### src/rtl/dmem_share_ctrl.sv
// Sequences one host job through the shared data memory: load operands, run the core, return results.
// Latency: o_core_run rises 1 cycle after the last operand write; first result is valid 2 cycles after HALT.
// Backpressure: o_host_ready is high only in LOAD; a result word is held stable in RD_DATA until i_res_ready.
//
// Ports: i_Clk/i_Rst (synchronous, active-high); host operand input (i_host_*, o_host_ready);
// result stream (o_res_*, i_res_ready); core side (o_core_run, i_core_*, o_core_rdata);
// RAM side (o_mem_*, i_mem_q with 1-cycle registered read); debug (o_state, o_timeout).
// Optional RUN watchdog: define DMEM_SHARE_TIMEOUT_EN.
module dmem_share_ctrl #(
  parameter int AW             = 4,
  parameter int LOAD_WORDS     = 8,
  parameter int READ_BASE      = 8,
  parameter int READ_WORDS     = 4,
  parameter int TIMEOUT_CYCLES = 65535
) (
  input  logic          i_Clk,
  input  logic          i_Rst,
  input  logic [31:0]   i_host_data,
  input  logic          i_host_valid,
  output logic          o_host_ready,
  output logic [31:0]   o_res_data,
  output logic          o_res_valid,
  input  logic          i_res_ready,
  output logic          o_core_run,
  input  logic          i_core_halt,
  input  logic [AW-1:0] i_core_addr,
  input  logic          i_core_wen_n,
  input  logic [3:0]    i_core_be,
  input  logic [31:0]   i_core_wdata,
  output logic [31:0]   o_core_rdata,
  output logic [AW-1:0] o_mem_addr,
  output logic          o_mem_wren,
  output logic [3:0]    o_mem_be,
  output logic [31:0]   o_mem_wdata,
  input  logic [31:0]   i_mem_q,
  output logic [1:0]    o_state,
  output logic          o_timeout
);

  typedef enum logic [1:0] {
    ST_LOAD    = 2'd0,
    ST_RUN     = 2'd1,
    ST_RD_ADDR = 2'd2,
    ST_RD_DATA = 2'd3
  } state_e;

  localparam logic [AW-1:0] LD_LAST = AW'(LOAD_WORDS - 1);
  localparam logic [AW-1:0] RD_LAST = AW'(READ_WORDS - 1);
  localparam logic [AW-1:0] RD_BASE = AW'(READ_BASE);

  state_e        state_q, state_d;
  logic [AW-1:0] ld_idx_q, ld_idx_d;
  logic [AW-1:0] rd_idx_q, rd_idx_d;

`ifdef DMEM_SHARE_TIMEOUT_EN
  localparam logic [31:0] TMO_LAST = 32'(TIMEOUT_CYCLES - 1);
  logic [31:0] wd_q, wd_d;
  logic        timeout_q, timeout_d;
`else
  logic unused_timeout_cfg;
  assign unused_timeout_cfg = (TIMEOUT_CYCLES == 0);
`endif

  // Next-state and counter logic
  always_comb begin
    state_d  = state_q;
    ld_idx_d = ld_idx_q;
    rd_idx_d = rd_idx_q;
`ifdef DMEM_SHARE_TIMEOUT_EN
    wd_d      = wd_q;
    timeout_d = timeout_q;
`endif
    case (state_q)
      ST_LOAD: begin
        if (i_host_valid) begin
          if (ld_idx_q == LD_LAST) begin
            state_d  = ST_RUN;
            ld_idx_d = '0;
`ifdef DMEM_SHARE_TIMEOUT_EN
            wd_d      = '0;
            timeout_d = 1'b0;
`endif
          end else begin
            ld_idx_d = ld_idx_q + 1'b1;
          end
        end
      end
      ST_RUN: begin
`ifdef DMEM_SHARE_TIMEOUT_EN
        wd_d = wd_q + 32'd1;
        // HALT wins over a coincident watchdog expiry, leaving the flag clear.
        if (i_core_halt) begin
          state_d = ST_RD_ADDR;
        end else if (wd_q == TMO_LAST) begin
          state_d   = ST_RD_ADDR;
          timeout_d = 1'b1;
        end
`else
        if (i_core_halt) state_d = ST_RD_ADDR;
`endif
      end
      ST_RD_ADDR: state_d = ST_RD_DATA;
      ST_RD_DATA: begin
        if (i_res_ready) begin
          if (rd_idx_q == RD_LAST) begin
            state_d  = ST_LOAD;
            rd_idx_d = '0;
          end else begin
            state_d  = ST_RD_ADDR;
            rd_idx_d = rd_idx_q + 1'b1;
          end
        end
      end
      default: state_d = ST_LOAD;
    endcase
  end

  always_ff @(posedge i_Clk) begin
    if (i_Rst) begin
      state_q  <= ST_LOAD;
      ld_idx_q <= '0;
      rd_idx_q <= '0;
`ifdef DMEM_SHARE_TIMEOUT_EN
      wd_q      <= '0;
      timeout_q <= 1'b0;
`endif
    end else begin
      state_q  <= state_d;
      ld_idx_q <= ld_idx_d;
      rd_idx_q <= rd_idx_d;
`ifdef DMEM_SHARE_TIMEOUT_EN
      wd_q      <= wd_d;
      timeout_q <= timeout_d;
`endif
    end
  end

  // Port mux. Reset overrides everything combinationally so an abort never
  // lets a write through and the outputs already show the idle LOAD view.
  always_comb begin
    o_host_ready = 1'b0;
    o_res_data   = '0;
    o_res_valid  = 1'b0;
    o_core_run   = 1'b0;
    o_core_rdata = '0;
    o_mem_addr   = '0;
    o_mem_wren   = 1'b0;
    o_mem_be     = '0;
    o_mem_wdata  = '0;
    o_state      = state_q;
    case (state_q)
      ST_LOAD: begin
        o_host_ready = 1'b1;
        o_mem_addr   = ld_idx_q;
        o_mem_wdata  = i_host_data;
        o_mem_be     = 4'b1111;
        o_mem_wren   = i_host_valid;
      end
      ST_RUN: begin
        o_core_run   = 1'b1;
        o_mem_addr   = i_core_addr;
        o_mem_be     = i_core_be;
        o_mem_wdata  = i_core_wdata;
        o_mem_wren   = ~i_core_wen_n;
        o_core_rdata = i_mem_q;
      end
      ST_RD_ADDR: o_mem_addr = RD_BASE + rd_idx_q;
      ST_RD_DATA: begin
        // Address is held so the registered RAM output stays stable while stalled.
        o_mem_addr  = RD_BASE + rd_idx_q;
        o_res_valid = 1'b1;
        o_res_data  = i_mem_q;
      end
      default: ;
    endcase
    if (i_Rst) begin
      o_host_ready = 1'b1;
      o_res_data   = '0;
      o_res_valid  = 1'b0;
      o_core_run   = 1'b0;
      o_core_rdata = '0;
      o_mem_addr   = '0;
      o_mem_wren   = 1'b0;
      o_mem_be     = '0;
      o_mem_wdata  = '0;
      o_state      = ST_LOAD;
    end
  end

`ifdef DMEM_SHARE_TIMEOUT_EN
  assign o_timeout = timeout_q & ~i_Rst;
`else
  assign o_timeout = 1'b0;
`endif

endmodule

### config.mk
export PLATFORM = sky130hd
export DESIGN_NAME = dmem_share_ctrl
export DESIGN_NICKNAME = d
export VERILOG_FILES = /design/src/rtl/dmem_share_ctrl.sv
export SDC_FILE = /design/constraint.sdc
export NUM_CORES = 1
export LEC_CHECK = 0
export CORE_AREA = 4 4 83 85
export DETAILED_ROUTE_END_ITERATION = 8
export DIE_AREA = 0 0 87 89
export DONT_BUFFER_PORTS = 1
export GPL_TIMING_DRIVEN = 0
export PLACE_DENSITY = 0.44
export SYNTH_ARGS = -nofsm -noshare
export SYNTH_HDL_FRONTEND = slang
export SYNTH_SLANG_ARGS = --single-unit
### constraint.sdc
create_clock -name i_Clk -period 2.37 [get_ports i_Clk]
set_clock_uncertainty 0.05 [all_clocks]
set_input_delay 0.237 -clock i_Clk [delete_from_list [all_inputs] [get_ports i_Clk]]
set_output_delay 0.237 -clock i_Clk [all_outputs]
set_load 0.01 [all_outputs]
Yosys cells after proc, flatten, opt, wreduce, memory -nomap -nowiden
Index checks and enable logic that the tools add are counted.
{ "op_classes": {"n_addsub": 3, "eq_ne": 9, "mux": 27, "bitwise": 1, "reduce_logical": 5} }
{ "op_table": {"columns": ["operator", "n"], "rows": [
  ["$mux W32", 5],
  ["$pmux W32 S2", 1],
  ["$mux W4", 4],
  ["$mux W2", 6],
  ["$pmux W4 S3", 1],
  ["$add A4 B1 Y4 const B", 2],
  ["$ne A2 B2 Y1 const B", 4],
  ["$pmux W2 S4", 1],
  ["$pmux W4 S2", 1],
  ["$mux W1", 7],
  ["$add A4 B4 Y4 const A", 1],
  ["$eq A2 B2 Y1 const B", 2],
  ["$eq A4 B2 Y1 const B", 1],
  ["$eq A4 B3 Y1 const B", 1],
  ["$reduce_and A2 Y1", 2],
  ["$reduce_and A4 Y1", 1],
  ["$eq A2 B1 Y1 const B", 1],
  ["$logic_not A2 Y1", 1],
  ["$pmux W1 S2", 1],
  ["$reduce_or A2 Y1", 1],
  ["$not A1 Y1", 1]
]} }
{ "totals": {"ff_bits": 10, "word_cells": 48} }

Depth between registers and ports, before layout
Gate-level depths: netlist of the first run.
{ "depth": {"ltp_word": 4, "depth_mapped": 6} }

Worst setup path after synthesis of the first run
OpenSTA, ideal clock, no wires.
{ "synth_path": {"path_type": "reg-to-output", "from": "register state_q[1]", "to": "output port o_mem_wdata[15]", "t_arrival_ns": 1.471, "required_time_ns": 2.083, "slack_ns": 0.612, "path_stages_with_launch": 6, "path_cell_list": "dfxtp_1 -> clkbuf_1 -> nor3b_1 -> buf_2 -> buf_1 -> a22o_1"} }
{ "synth_between": {"elab_chain_len": 3, "elab_cells_between_ends": 4} }
{ "synth_lines": {"columns": ["item", "line_no", "source"], "rows": [
  ["start, declared", "51", "state_e state_q, state_d;"],
  ["start signal, assigned", "128", "state_q <= state_d;"],
  ["$eq A2 B1 Y1 or $logic_not A2 Y1 (tied branches)", "151", "case (state_q)"],
  ["$pmux W32 S2 *", "151", null],
  ["$mux W32 *", "176", "if (i_Rst) begin"],
  ["end, declared", "34", "output logic [31:0] o_mem_wdata,"]
]} }
Every way passes the cells marked *; elsewhere a longest branch is shown, timed or not.

Worst setup path after layout of the first run
{ "layout_path": {"from": "register state_q[1]", "to": "output port o_mem_wdata[7]"} }
The elaborated chain is that of the path after synthesis.

==> flow_metrics.env, run 1 <==
export IMPL_totalWireLength_mm=6.18
export IMPL_syn_area_per_cell_um2=7.11
export IMPL_maxCapViolations=0
export IMPL_grt_remaining_overflow=0
export IMPL_yosys_area_top_type_share_pct=19.7
export IMPL_path_class="flop to primary output"
export IMPL_firstDrtPassIters=5
export IMPL_synth_cells=200
export IMPL_tightest_slew_ns=0.589
export IMPL_cp_slowest_cell="or2_2"
export IMPL_nets=319
export IMPL_ant_nets=0
export IMPL_mostFrequentLayoutCells="33 x and2_1, 32 x and3_1, 32 x a22o_1"
export IMPL_synth_seq_cells=10
export IMPL_viasPerCell=5.51
export IMPL_finalSetupViolCount=0
export IMPL_yosys_top_cells_area="a22o_1 20%, and2_1 15%, and3_1 14%, dfxtp_1 14%, mux2i_1 4.2%"
export IMPL_cp_max_fo=10
export IMPL_min_period_ns=2.21
export IMPL_dr_total_vias=1560
export IMPL_max_freq_mhz=453
export IMPL_power_density_nw_per_um2=299
export IMPL_drive_above_1_share_pct=11.2
export IMPL_hold_viol_final=0
export IMPL_synth_fa_ha_area_share_pct=1.76
export IMPL_grt_max_degree=11
export IMPL_slew_headroom_pct=60.7
export IMPL_worstHoldPathType="input port to flop"
export IMPL_slew_viol_final=0
export IMPL_fin_setup_tns_ns=0
export IMPL_clkLatencyLatePin_ns=0.23
export IMPL_cts_max_level=1
export IMPL_synthDistinctLibCells=33
export IMPL_numCtsBuffers=3
export IMPL_fp_dieArea_um2=7740
export IMPL_critPathRequiredTime_ns=2.08
export IMPL_synth_top_family_by_area="simple AND/OR/NAND/NOR gates"
export IMPL_endpoint_kind="primary output"
export IMPL_first_global_vias=1342
export IMPL_clk_pin_slew_worst_paths_ns=0.05
export IMPL_post_drt_wl_per_cell_um=21.8
export IMPL_cts_buffer_depth=2
export IMPL_seq_area_frac_synth_pct=14.1
export IMPL_rsz0062_at_grt="no"
export IMPL_grt_pass1_wl_mm=7.69
export IMPL_cts_root_buf="clkbuf_8"
export IMPL_cts_sinks=10
export IMPL_p_leak_nw=0.792
export IMPL_antenna_found_initial=0
export IMPL_io_pins=221
export IMPL_core_um2=6200
export IMPL_layout_commonest_cell="and2_1"
export IMPL_synth_compound_area_share_pct=27.4
export IMPL_crit_chain="clkbuf_1 > or2_2 > nor2_2 > buf_2 > a22o_1"
export IMPL_synth_largest_area_cell="a22o_1"
export IMPL_synth_fp_nets=312
export IMPL_syn2layout_area_growth_pct=13.1
export IMPL_drt_iter0_markers=34
export IMPL_synthSimpleGateAreaFrac_pct=40.4
export IMPL_synth_xor_xnor_area_share_pct=0
export IMPL_placed_area_um2=1520
export IMPL_track_usage_pct=12.8
export IMPL_dieWidth_um=87
export IMPL_ys_warn_count=0
export IMPL_n_antenna_cell=0
export IMPL_cts_tree="yes"
export IMPL_stdcell_area_um2=1610
export IMPL_syn_cell_area_um2=1420
export IMPL_crit_path_start_kind="flop"
export IMPL_worst_hold_slack_ns=0.188
export IMPL_gp_congestion=0.785
export IMPL_slowest_delay_ns=0.42
export IMPL_period_share_pct=93.1
export IMPL_start_util_pct=22.9
export IMPL_vdd_drop_max_uv=441
export IMPL_numPortBuffers=0
export IMPL_drcViolationCount=0
export IMPL_dpl_hpwl_mm=5.33
export IMPL_cp_arrival_ns=1.92
export IMPL_dieHeight_um=89
export IMPL_status="finished clean"
export IMPL_synthMuxAreaShare_pct=6.60
export IMPL_placementRows=29
sequential cells by signal (all words and copies together), names as in the netlist:
register  cells
ld_idx_q      4
rd_idx_q      4
state_q       2
worst paths after layout:
kind / startpoint / end / slack, ns / cells after the start
hold reg to reg: rd_idx_q[0] / rd_idx_q[0] / 0.47 / 2
setup reg to reg: state_q[1] / rd_idx_q[3] / 0.59 / 4
hold / removal: i_core_halt / state_q[1] / 0.19 / 2
setup / recovery: state_q[1] / o_mem_wdata[7] / 0.16 / 5
power by group:
group,total (mW),switching (mW),leakage (nW),internal [mW]
combinational,0.0927,0.0571,0.682,0.0356
sequential,0.174,0.00313,0.0809,0.171
clock,0.215,0.0685,0.0288,0.146
total,0.482,0.129,0.792,0.353
layer usage:
layer / wire [µm] / up-vias / share of wire [%] / GRT usage (%)
met4: 11 / 0 / 0.18 / 2.12
met2: 3210 / 82 / 52 / 22.6
met5: 0 / - / 0 / 0
met3: 428 / 2 / 6.9 / 1.47
li1: - / 732 / - / -
met1: 2530 / 744 / 41 / 16.9
area by class of cell:
| type | instances | area (µm²) |
|---|---|---|
| Buffer | 24 | 115 |
| Timing Repair Buffer | 2 | 15.0 |
| Inverter | 7 | 26.3 |
| Clock buffer | 4 | 55.1 |
| Tap cell | 77 | 96.3 |
| Sequential cell | 10 | 200 |
| Fill cell | 684 | 4600 |
| Multi-Input combinational cell | 159 | 1100 |
critical path: cells and delay by family (launching register included):
| kind | cells | cell delay [ns] |
|---|---|---|
| AOI/OAI and AO/OA | 1 | 0.25 |
| buffers and inverters | 2 | 0.51 |
| DFF | 1 | 0.31 |
| and+or+nand+nor | 2 | 0.62 |
cell usage after synthesis:
library cell  number
and2_1            33
a22o_1            32
and3_1            32
clkbuf_1          14
a21oi_1           10
dfxtp_1           10
nor2_1             9
inv_1              7
buf_2              6
mux2i_1            6
nor2b_1            4
o21ai_0            4
mux2_2             3
nand2_1            3
nand3_1            3
nor3_1             3
a211oi_1           2
buf_1              2
ha_1               2
or3_1              2
a211o_1            1
a311o_1            1
and4b_1            1
buf_4              1
buf_6              1
conb_1             1
nand4_1            1
nor3b_1            1
nor4b_1            1
o22ai_1            1
or2_2              1
or3b_1             1
or4_1              1
per-stage QoR:
stage	util [%]	power [mW]	setup slack [ns]	cells
after floorplan	-	0.255	0.612	200
after detailed placement	24.5	0.271	-0.0744	277
after global routing	25.9	0.504	0.0516	283
after CTS	25.6	0.488	0.0160	281
final	25.9	0.482	0.164	283
after global placement	24.5	0.271	-0.0546	277
timing repair:
item                                   in CTS  in global routing
endpoints found under the hold margin       0                  0
setup endpoints to repair                  45                 42
pin swaps                                   0                  1
gates resized for setup                     4                  4
setup buffers                               0                  2
hold buffers                                0                  0
cells by family (layout without fill, tap and decap cells):
| logic type | after synthesis | after routing |
|---|---|---|
| buffers and inverters | 31 | 37 |
| flip-flops | 10 | 10 |
| adder cells (fa/ha/maj) | 2 | 2 |
| AO/OA/AOI/OAI | 51 | 51 |
| AND/OR/NAND/NOR | 96 | 96 |
| other | 1 | 1 |
| multiplexers | 9 | 9 |
Note: power is estimated with default switching activity, not from simulation.
==> run 2: changes to the inputs <==
==> constraint.sdc (replaced) <==
create_clock -name i_Clk -period 2.37 [get_ports i_Clk]
set_clock_uncertainty 0.05 [all_clocks]
set_input_delay 0.237 -clock i_Clk [delete_from_list [all_inputs] [get_ports i_Clk]]
set_output_delay 0.237 -clock i_Clk [all_outputs]
set_load 0.05 [all_outputs]
==> flow_metrics.env, run 2 (synthesis results as in run 1) <==
export IMPL_cts_max_level=1
export IMPL_first_global_vias=1478
export IMPL_timing_final_ws_setup_ns=0.157
export IMPL_syn2layout_area_growth_pct=22.6
export IMPL_vdd_drop_max_uv=368
export IMPL_fp_dieArea_um2=7740
export IMPL_dieWidth_um=87
export IMPL_viasPerCell=5.52
export IMPL_grt_remaining_overflow=0
export IMPL_n_antenna_cell=0
export IMPL_cp_arrival_ns=1.93
export IMPL_cts_tree="yes"
export IMPL_status="finished clean"
export IMPL_register_area_um2=200
export IMPL_numCtsBuffers=3
export IMPL_drt_iter0_markers=38
export IMPL_top_regs="ld_idx_q (4), rd_idx_q (4), state_q (2)"
export IMPL_track_usage_pct=13.7
export IMPL_maxCapViolations=0
export IMPL_drcViolationCount=0
export IMPL_utilization_pct=28.1
export IMPL_endpoint_kind="primary output"
export IMPL_gp_congestion=0.818
export IMPL_ant_nets=0
export IMPL_grt_max_degree=11
export IMPL_grt_pass1_wl_mm=8.18
export IMPL_worstHoldPathType="input port to flop"
export IMPL_path_class="flop to primary output"
export IMPL_post_drt_wl_per_cell_um=22.3
export IMPL_multiInputGateArea_um2=1240
export IMPL_rsz0062_at_grt="no"
export IMPL_hold_viol_final=0
export IMPL_n_fill_cell=676
export IMPL_max_freq_mhz=452
export IMPL_place_ws_ns=-0.482
export IMPL_min_period_ns=2.21
export IMPL_power_density_nw_per_um2=351
export IMPL_antenna_found_initial=0
export IMPL_placementRows=29
export IMPL_r2r_cells=4
export IMPL_clkLatencyLatePin_ns=0.24
export IMPL_cts_buffer_depth=2
export IMPL_clk_pin_slew_worst_paths_ns=0.05
export IMPL_dieHeight_um=89
export IMPL_reg2reg_to="ld_idx_q[3]"
export IMPL_dr_total_vias=1550
export IMPL_numPortBuffers=0
export IMPL_critPathRequiredTime_ns=2.08
export IMPL_finalSetupViolCount=0
export IMPL_p_leak_nw=0.830
export IMPL_firstDrtPassIters=4
export IMPL_cp_max_fo=11
export IMPL_worstSetupEndpoint="o_mem_be[1]"
export IMPL_start_util_pct=22.9
export IMPL_period_share_pct=93.4
export IMPL_cts_sinks=10
export IMPL_crit_path_start_kind="flop"
export IMPL_totalWireLength_mm=6.27
export IMPL_dpl_hpwl_mm=5.28
export IMPL_core_um2=6200
export IMPL_tightest_slew_ns=1.09
export IMPL_rrSetupSlack_ns=0.62
export IMPL_drive_above_1_share_pct=54.9
export IMPL_nets=317
export IMPL_slew_viol_final=0
export IMPL_mostFrequentLayoutCells="31 x and2_2, 30 x a22o_2, 18 x and3_2"
export IMPL_slew_headroom_pct=27.9
export IMPL_r2r_start="state_q[1]"
export IMPL_layout_commonest_cell="and2_2"
export IMPL_setup_worst_path_start="state_q[1]"
export IMPL_io_pins=221
export IMPL_hold_buffers=0
export IMPL_cts_root_buf="clkbuf_8"
==> run 2: power breakdown <==
| group | leakage [nW] | internal (mW) | switching, mW |
|---|---|---|---|
| registers | 0.0809 | 0.171 | 0.00313 |
| clock network | 0.0288 | 0.147 | 0.0752 |
| logic | 0.721 | 0.0444 | 0.171 |
==> run 2: worst min path at each step <==
stage	endpoint	from	cells after the start	slack, ns
2_1_floorplan	state_q[1]	i_core_halt	2	0.38
3_3_place_gp	state_q[1]	i_core_halt	2	0.41
3_5_place_dp	state_q[1]	i_core_halt	2	0.41
4_1_cts	state_q[1]	i_core_halt	2	0.15
5_1_grt	state_q[1]	i_core_halt	2	0.19
6_report	state_q[1]	i_core_halt	2	0.15
==> run 2: per-stage QoR <==
stage / TNS [ns] / cell area, µm² / cells / hold slack (ns) / power [mW]
after global placement: -5.98 / 1520 / 277 / 0.412 / 0.383
final: 0 / 1740 / 281 / 0.148 / 0.611
after global routing: 0 / 1740 / 281 / 0.192 / 0.636
after CTS: -0.0143 / 1720 / 282 / 0.152 / 0.617
after floorplan: 0 / 1430 / 200 / 0.380 / 0.365
after detailed placement: -8.43 / 1520 / 277 / 0.406 / 0.382
==> run 2: metal layers <==
metal	GRT usage [%]	share of wire [%]
met3	3.32	8.7
met4	3.97	1.4
met1	16.7	39
met2	23.9	51
met5	0	0
==> run 2: what timing repair did <==
item                       in CTS  in global routing
pin swaps                       1                  2
buffers inserted                1                  0
gates resized for setup        86                 15
setup endpoints to repair      78                 64
==> run 2: area by class of cell <==
class                           instances  area share, %
Inverter                                7           1.51
Clock buffer                            4           3.16
Sequential cell                        10           11.5
Multi-Input combinational cell        159           71.2
Timing Repair Buffer                    1          0.430
Buffer                                 23           6.67
Tap cell                               77           5.52
==> run 2: worst max-delay path, cell delays in order (launching register included) <==
cell and delay, ns:
dfxtp_1 0.42, or2_2 0.41, a21oi_1 0.85
